[src/rtl/matsub4_seq.sv]
// matsub4_seq: element-serial f = a - b - c - d over a ROWS x COLS matrix with one shared subtractor.
// Define MATSUB4_SAT_EN to saturate each element; otherwise results wrap modulo 2^WIDTH.
module matsub4_seq #(
  parameter int WIDTH = 16,
  parameter int ROWS = 1,
  parameter int COLS = 1
) (
  input  logic clk,
  input  logic reset,
  input  logic start,
  input  logic [ROWS:1][COLS:1][WIDTH-1:0] a,
  input  logic [ROWS:1][COLS:1][WIDTH-1:0] b,
  input  logic [ROWS:1][COLS:1][WIDTH-1:0] c,
  input  logic [ROWS:1][COLS:1][WIDTH-1:0] d,
  output logic busy,
  output logic done,
  output logic [ROWS:1][COLS:1][WIDTH-1:0] f
);
  localparam int RW = $clog2(ROWS + 1);
  localparam int CW = $clog2(COLS + 1);
  localparam logic [RW-1:0] R_ONE = RW'(1);
  localparam logic [RW-1:0] R_LAST = RW'(ROWS);
  localparam logic [CW-1:0] C_ONE = CW'(1);
  localparam logic [CW-1:0] C_LAST = CW'(COLS);
  typedef enum logic [1:0] {IDLE, RUN, DONE} state_t;
  state_t state;
  logic [RW-1:0] row;
  logic [CW-1:0] col;
  logic [ROWS:1][COLS:1][WIDTH-1:0] ra, rb, rc, rd;
  logic [WIDTH+1:0] diff;
  logic [WIDTH-1:0] res;
  function automatic logic [WIDTH+1:0] ext(input logic [WIDTH-1:0] x);
    return {{2{x[WIDTH-1]}}, x};
  endfunction
  // Two guard bits hold a - b - c - d exactly for any WIDTH-bit operands.
  always_comb diff = ext(ra[row][col]) - ext(rb[row][col]) - ext(rc[row][col]) - ext(rd[row][col]);
`ifdef MATSUB4_SAT_EN
  logic fits;
  always_comb fits = (diff[WIDTH+1:WIDTH-1] == 3'b000) || (diff[WIDTH+1:WIDTH-1] == 3'b111);
  always_comb res = fits ? diff[WIDTH-1:0] :
                    diff[WIDTH+1] ? {1'b1, {(WIDTH-1){1'b0}}} : {1'b0, {(WIDTH-1){1'b1}}};
`else
  logic unused_hi;
  always_comb unused_hi = ^diff[WIDTH+1:WIDTH];
  always_comb res = diff[WIDTH-1:0];
`endif
  always_ff @(posedge clk or posedge reset) begin
    if (reset) begin
      state <= IDLE;
      busy <= 1'b0;
      done <= 1'b0;
      f <= '0;
      row <= R_ONE;
      col <= C_ONE;
      ra <= '0;
      rb <= '0;
      rc <= '0;
      rd <= '0;
    end else begin
      case (state)
        IDLE: if (start) begin
          ra <= a;
          rb <= b;
          rc <= c;
          rd <= d;
          row <= R_ONE;
          col <= C_ONE;
          busy <= 1'b1;
          state <= RUN;
        end
        RUN: begin
          f[row][col] <= res;
          if (col == C_LAST) begin
            col <= C_ONE;
            if (row == R_LAST) begin
              row <= R_ONE;
              busy <= 1'b0;
              done <= 1'b1;
              state <= DONE;
            end else row <= row + R_ONE;
          end else col <= col + C_ONE;
        end
        default: begin
          done <= 1'b0;
          state <= IDLE;
        end
      endcase
    end
  end
endmodule

[config.mk]
export PLATFORM = sky130hd
export DESIGN_NAME = matsub4_seq
export DESIGN_NICKNAME = d
export VERILOG_FILES = /design/src/rtl/matsub4_seq.sv
export SDC_FILE = /design/constraint.sdc
export NUM_CORES = 1
export LEC_CHECK = 0
export CAP_MARGIN = 40
export CORE_MARGIN = 10
export CORE_UTILIZATION = 35
export CTS_CLUSTER_DIAMETER = 80
export DETAILED_ROUTE_END_ITERATION = 16
export GPL_TIMING_DRIVEN = 0
export SETUP_SLACK_MARGIN = 0.3
export SYNTH_ARGS = -nofsm -noshare
export SYNTH_HDL_FRONTEND = slang
export SYNTH_SLANG_ARGS = --single-unit
[constraint.sdc]
create_clock -name clk -period 3.9 [get_ports clk]
set_input_delay 0.975 -clock clk [delete_from_list [all_inputs] [get_ports clk]]
set_output_delay 0.975 -clock clk [all_outputs]
set_load 0.03 [all_outputs]
; Word-level counts from Yosys, hierarchy flattened
; Cells that the tools add are included.
; Widths: inputs -> output; s select.
[classes]
add_sub_neg = 5
order_cmp = 4
eq_ne = 4
n_mux = 37
bitwise = 1
reduce_logical = 10
[op_table]
columns = op, n
row1 = $mux 16, 18
row2 = $sub 16x16->16, 3
row3 = $demux 16 s1, 2
row4 = $bwmux 16, 1
row5 = $reduce_and 3->1, 3
row6 = $mux 1, 8
row7 = $pmux 1 s2, 4
row8 = $mux 2, 3
row9 = $ne 2x2->1 const B, 3
row10 = $lt 1x2->1 const B, 2
row11 = $pmux 2 s2, 1
row12 = $reduce_and 2->1, 2
row13 = $reduce_and 4->1, 1
row14 = $add 1x1->1 const B, 2
row15 = $eq 2x1->1 const B, 1
row16 = $ge 1x1->1 const B, 2
row17 = $logic_and 1x1->1, 2
row18 = $logic_not 2->1, 1
row19 = $reduce_bool 2->1, 1
row20 = $not 1->1, 1
[word_totals]
register_bits = 86
input_bits = 67
out_inout_bits = 18
elab_cells = 71

; Depth between registers and ports, before layout
[depth]
word_depth = 8
depth_mapped = 12
ltp_nobuf = 12

; Least setup slack after synthesis
; OpenSTA, ideal clock, no wires.
[synth_timing]
kind = flip-flop to flip-flop
start = register rb[0] in the netlist's numbering
end = register f[14] in the netlist's numbering
setup_time_ps = 71
t_arrival_ps = 3230
required_time_ps = 3829
setup_slack_ps = 599
path_stages_with_launch = 11
n_path_buf = 0
period_less_slack_ps = 3301
cell_sequence = dfrtp_1 ha_1 fa_1 inv_1 fa_1 fa_1 a21oi_1 o22ai_1 o41a_1 or4_1 nand4_1
[synth_between]
elab_chain_cells = 8
[synth_lines]
columns = element, line
row1 = from (decl), 29  ; logic [ROWS:1][COLS:1][WIDTH-1:0] ra, rb, rc, rd;
row2 = from (signal assigned), 56  ; rb <= '0;
row3 = from (signal assigned), 63  ; rb <= b;
row4 = $mux 16 (not written as such) (4 in series), 36  ; always_comb diff = ext(ra[row][col]) - ext(rb[row][col]) - ext(rc[row][col]) - ext(rd[row][col]);
row5 = $sub 16x16->16 (3 in series), 36
row6 = $bwmux 16, 72  ; f[row][col] <= res;
row7 = "to (signal, indexed assignment)", 72
row8 = to (decl), 17  ; output logic [ROWS:1][COLS:1][WIDTH-1:0] f
; No other way between the ends. The select of a mux whose other input is x is not followed.
; A chain may end at the register's enable or synchronous reset.

; Final worst setup path
[layout_timing]
start = register rb[0] in the netlist's numbering
end = register f[10] in the netlist's numbering
; Same word-level chain as after synthesis.

==> run_results.csv <==
group,metric,value,unit
place,dp_hpwl,8960,µm
timing,finalCritPeriodShare,87.0,%
grt,grtUsageMet1,16.2,%
cells_and_area,antenna_cells,0,
grt,busiest_layer,"met2",
grt,grt_overflow,0,
logic_synthesis,synthAdderAreaFrac,17.3,%
logic_synthesis,yosysWarnings,0,
setup_path,cp.arrival,3.60,ns
cells_and_area,multi_input_area,2140,µm²
clocking,cts-buffers-inserted,9,
setup_path,crit_path_start_kind,"register",
logic_synthesis,synth_cell_types,46,
clocking,cts_tree,"done",
setup_path,crit_fanout,4,
logic_synthesis,synth-simple-area-share,9.26,%
setup_path,rr_worst_depth,11,
setup_path,end_kind,"register",
logic_synthesis,yosys.area.top_type,"dfrtp_1",
logic_synthesis,synth_top_family_by_area,"adder cells",
grt,use_met3,3.60,%
power_and_ir_drop,power.density,994,nW/µm²
power_and_ir_drop,ir_drop,0.399,mV
logic_synthesis,synth_seq_cells,84,
detailed_routing,antenna_left,0,
timing,finalSetupViolCount,0,
logic_synthesis,synth-main-ff-cell,"dfrtp_1",
detailed_routing,num_vias,3386,
floorplan,die_w,135,µm
detailed_routing,drt_iter0_drc,194,
clocking,cts-root-buf,"clkbuf_16",
setup_path,max_stage_delay,0.51,ns
timing,min_period,3.39,ns
outcome,outcome,"finished clean",
floorplan,start_util,36.3,%
logic_synthesis,async_reset_ff_share,100,%
detailed_routing,wl_per_cell,15.4,µm
setup_path,rrSetupSlack,0.51,ns
setup_path,cp-startpoint,"rb[0]$_DFFE_PP0P_",
setup_path,r2r_start,"rb[0]$_DFFE_PP0P_",
grt,grt_use_total,12.9,%
clocking,post_cts_buffers,0,
logic_synthesis,synth_edf_count,0,
logic_synthesis,synth_top_cells_by_area,"dfrtp_1, fa_1, inv_1",
setup_path,cp.required,4.11,ns
timing,rsz0062_at_grt,"no",
logic_synthesis,synth_nets,576,
cells_and_area,regArea,2100,µm²
clocking,clock_latency,0.33,ns
detailed_routing,drc,0,
grt,first_global_vias,3774,
cells_and_area,drive_above_1_share,6.04,%
run,maxCapViolations,0,
logic_synthesis,synth_xor_area_share,3.21,%
timing,maxSlewHeadroom,54.1,%
setup_path,crit_type,"reg2reg",
timing,hold_violations,0,
clocking,cts.htree.levels,3,
detailed_routing,drt_pass1_iterations,4,
grt,grtUsageMet2,21.5,%
timing,worstMarginPinSlew,0.689,ns
setup_path,crit_chain,"ha_1, fa_1, inv_1, fa_2, fa_2, a21oi_2, o22ai_1, o41a_1, a21oi_1, xor2_1, o21ai_1",
timing,tns,0,ns
floorplan,dieArea,18200,µm²
grt,grt_max_degree,60,
cells_and_area,fin_nets,672,
logic_synthesis,synth_cells,463,
floorplan,io_pins,85,
logic_synthesis,muxShareOfSynthArea,3.86,%
min_path,min_path_type,"reg2reg",
grt,grt_pass1_wl,18900,µm
timing,skew,0.00365,ns
logic_synthesis,synth_most_common_cell,"inv_1",
min_path,whs_path_depth,1,
place,gp_congestion,0.826,
min_path,min-delay-start,"state[1]$_DFFE_PP0P_",
floorplan,row_count,41,
timing,report.final.slew_viol_count,0,
logic_synthesis,syn_area,4630,µm²
power_and_ir_drop,p_leak,2.74,nW
floorplan,core-area,12800,µm²
cells_and_area,area_growth,29.9,%
clocking,clock_path_buffers,2,
clocking,cts.sinks,84,
clocking,path_clk_slew,0.06,ns
cells_and_area,layout.cells.non_filler,735,
logic_synthesis,ys_top_cells_by_count,"inv_1, dfrtp_1, nand2_1",
logic_synthesis,yosysSeqAreaShare,45.4,%
cells_and_area,nFillCells,1176,
grt,antenna_found_initial,0,
place,dp.cells,720,
setup_path,cp_common_cell,"fa_2",
timing,fmax,0.295,GHz
logic_synthesis,synth_compound_area_share,12.4,%
detailed_routing,wirelength,11300,µm
floorplan,die_y,135,µm
detailed_routing,via_per_inst,4.61,
setup_path,crit_slowest_cell,"fa_1",
logic_synthesis,syn_avg_cell_area,10.0,µm²
place,portBuffers,84,
logic_synthesis,yosys.area.top_type_share,45.4,%
## repair_timing
item,in CTS,in global routing
gates resized for setup,1,2
gates cloned,0,0
hold buffers,0,0
endpoints found under the setup margin,2,2
## metal layers
layer,vias up,part of all wire (%)
li1,1652,-
met1,1652,45
met3,9,5.4
met5,-,0
met2,73,48
met4,0,1.1
## flip-flops by register name, indices dropped and copies added (netlist names)
signal / cells
f: 16
rd: 16
rc: 16
busy: 1
rb: 16
done: 1
state: 2
ra: 16
## power by group
part,switching (W),internal [W]
combinational,0.00225,0.00166
clock,0.000331,0.000509
sequential,0.000111,0.00113
## through the flow
step / worst slack, ns / util [%] / hold slack (ns) / total power [W] / area [µm²]
5_1_grt: 0.352 / 47.1 / 0.510 / 0.00660 / 6020
6_report: 0.509 / 47.1 / 0.479 / 0.00598 / 6020
4_1_cts: 0.364 / 47.1 / 0.481 / 0.00602 / 6020
3_3_place_gp: -0.627 / 44.5 / 0.454 / 0.00503 / 5690
3_5_place_dp: 0.326 / 44.8 / 0.467 / 0.00514 / 5720
2_1_floorplan: 0.599 / - / 0.445 / 0.00416 / 4630
## path summary, 6_finish.rpt
path	end
max in group asynchronous	rc[13]$_DFFE_PP0P_
worst min register to register	done$_DFFE_PP0N_
min in group asynchronous	rd[1]$_DFFE_PP0P_
worst max register to register	f[10]$_DFFE_PP0P_
worst max-delay path	f[10]$_DFFE_PP0P_
worst min-delay path	done$_DFFE_PP0N_
## cell families (layout without fill, tap and decap cells)
logic type,Yosys count,count (layout)
DFF,84,84
xor gates and xnor gates,17,17
buffers and inverters,103,203
AOI/OAI and AO/OA,96,96
and+or+nand+nor,101,101
adders and majority gates,46,46
muxes,16,16
## layout by cell type (no fill, tap or decap), drive strengths merged, types with 7 or more instances in the layout
cell,instances
a21oi,12
fa,30
xnor2,10
clkbuf,17
nor2,12
o21ai,65
inv,88
mux2,15
clkdlybuf4s50,84
dfrtp,84
ha,16
buf,10
xor2,7
nand2,76
## critical path, delay by kind of cell, from the launching register on
kind	cells	cell delay, ns
xor+xnor	1	0.25
fa+ha+maj	4	1.59
buf+inv	1	0.05
flops	1	0.38
compound gates	5	1.01
## layout make-up
cell class | instances | share of cell area [%]
Clock inverter | 4 | 0.831
Inverter | 88 | 5.53
Multi-Input combinational cell | 276 | 35.5
Timing Repair Buffer | 85 | 14.4
Tap cell | 172 | 3.57
Sequential cell | 84 | 34.9
Clock buffer | 11 | 4.03
Buffer | 15 | 1.16
(Power assumes the default switching activity.)
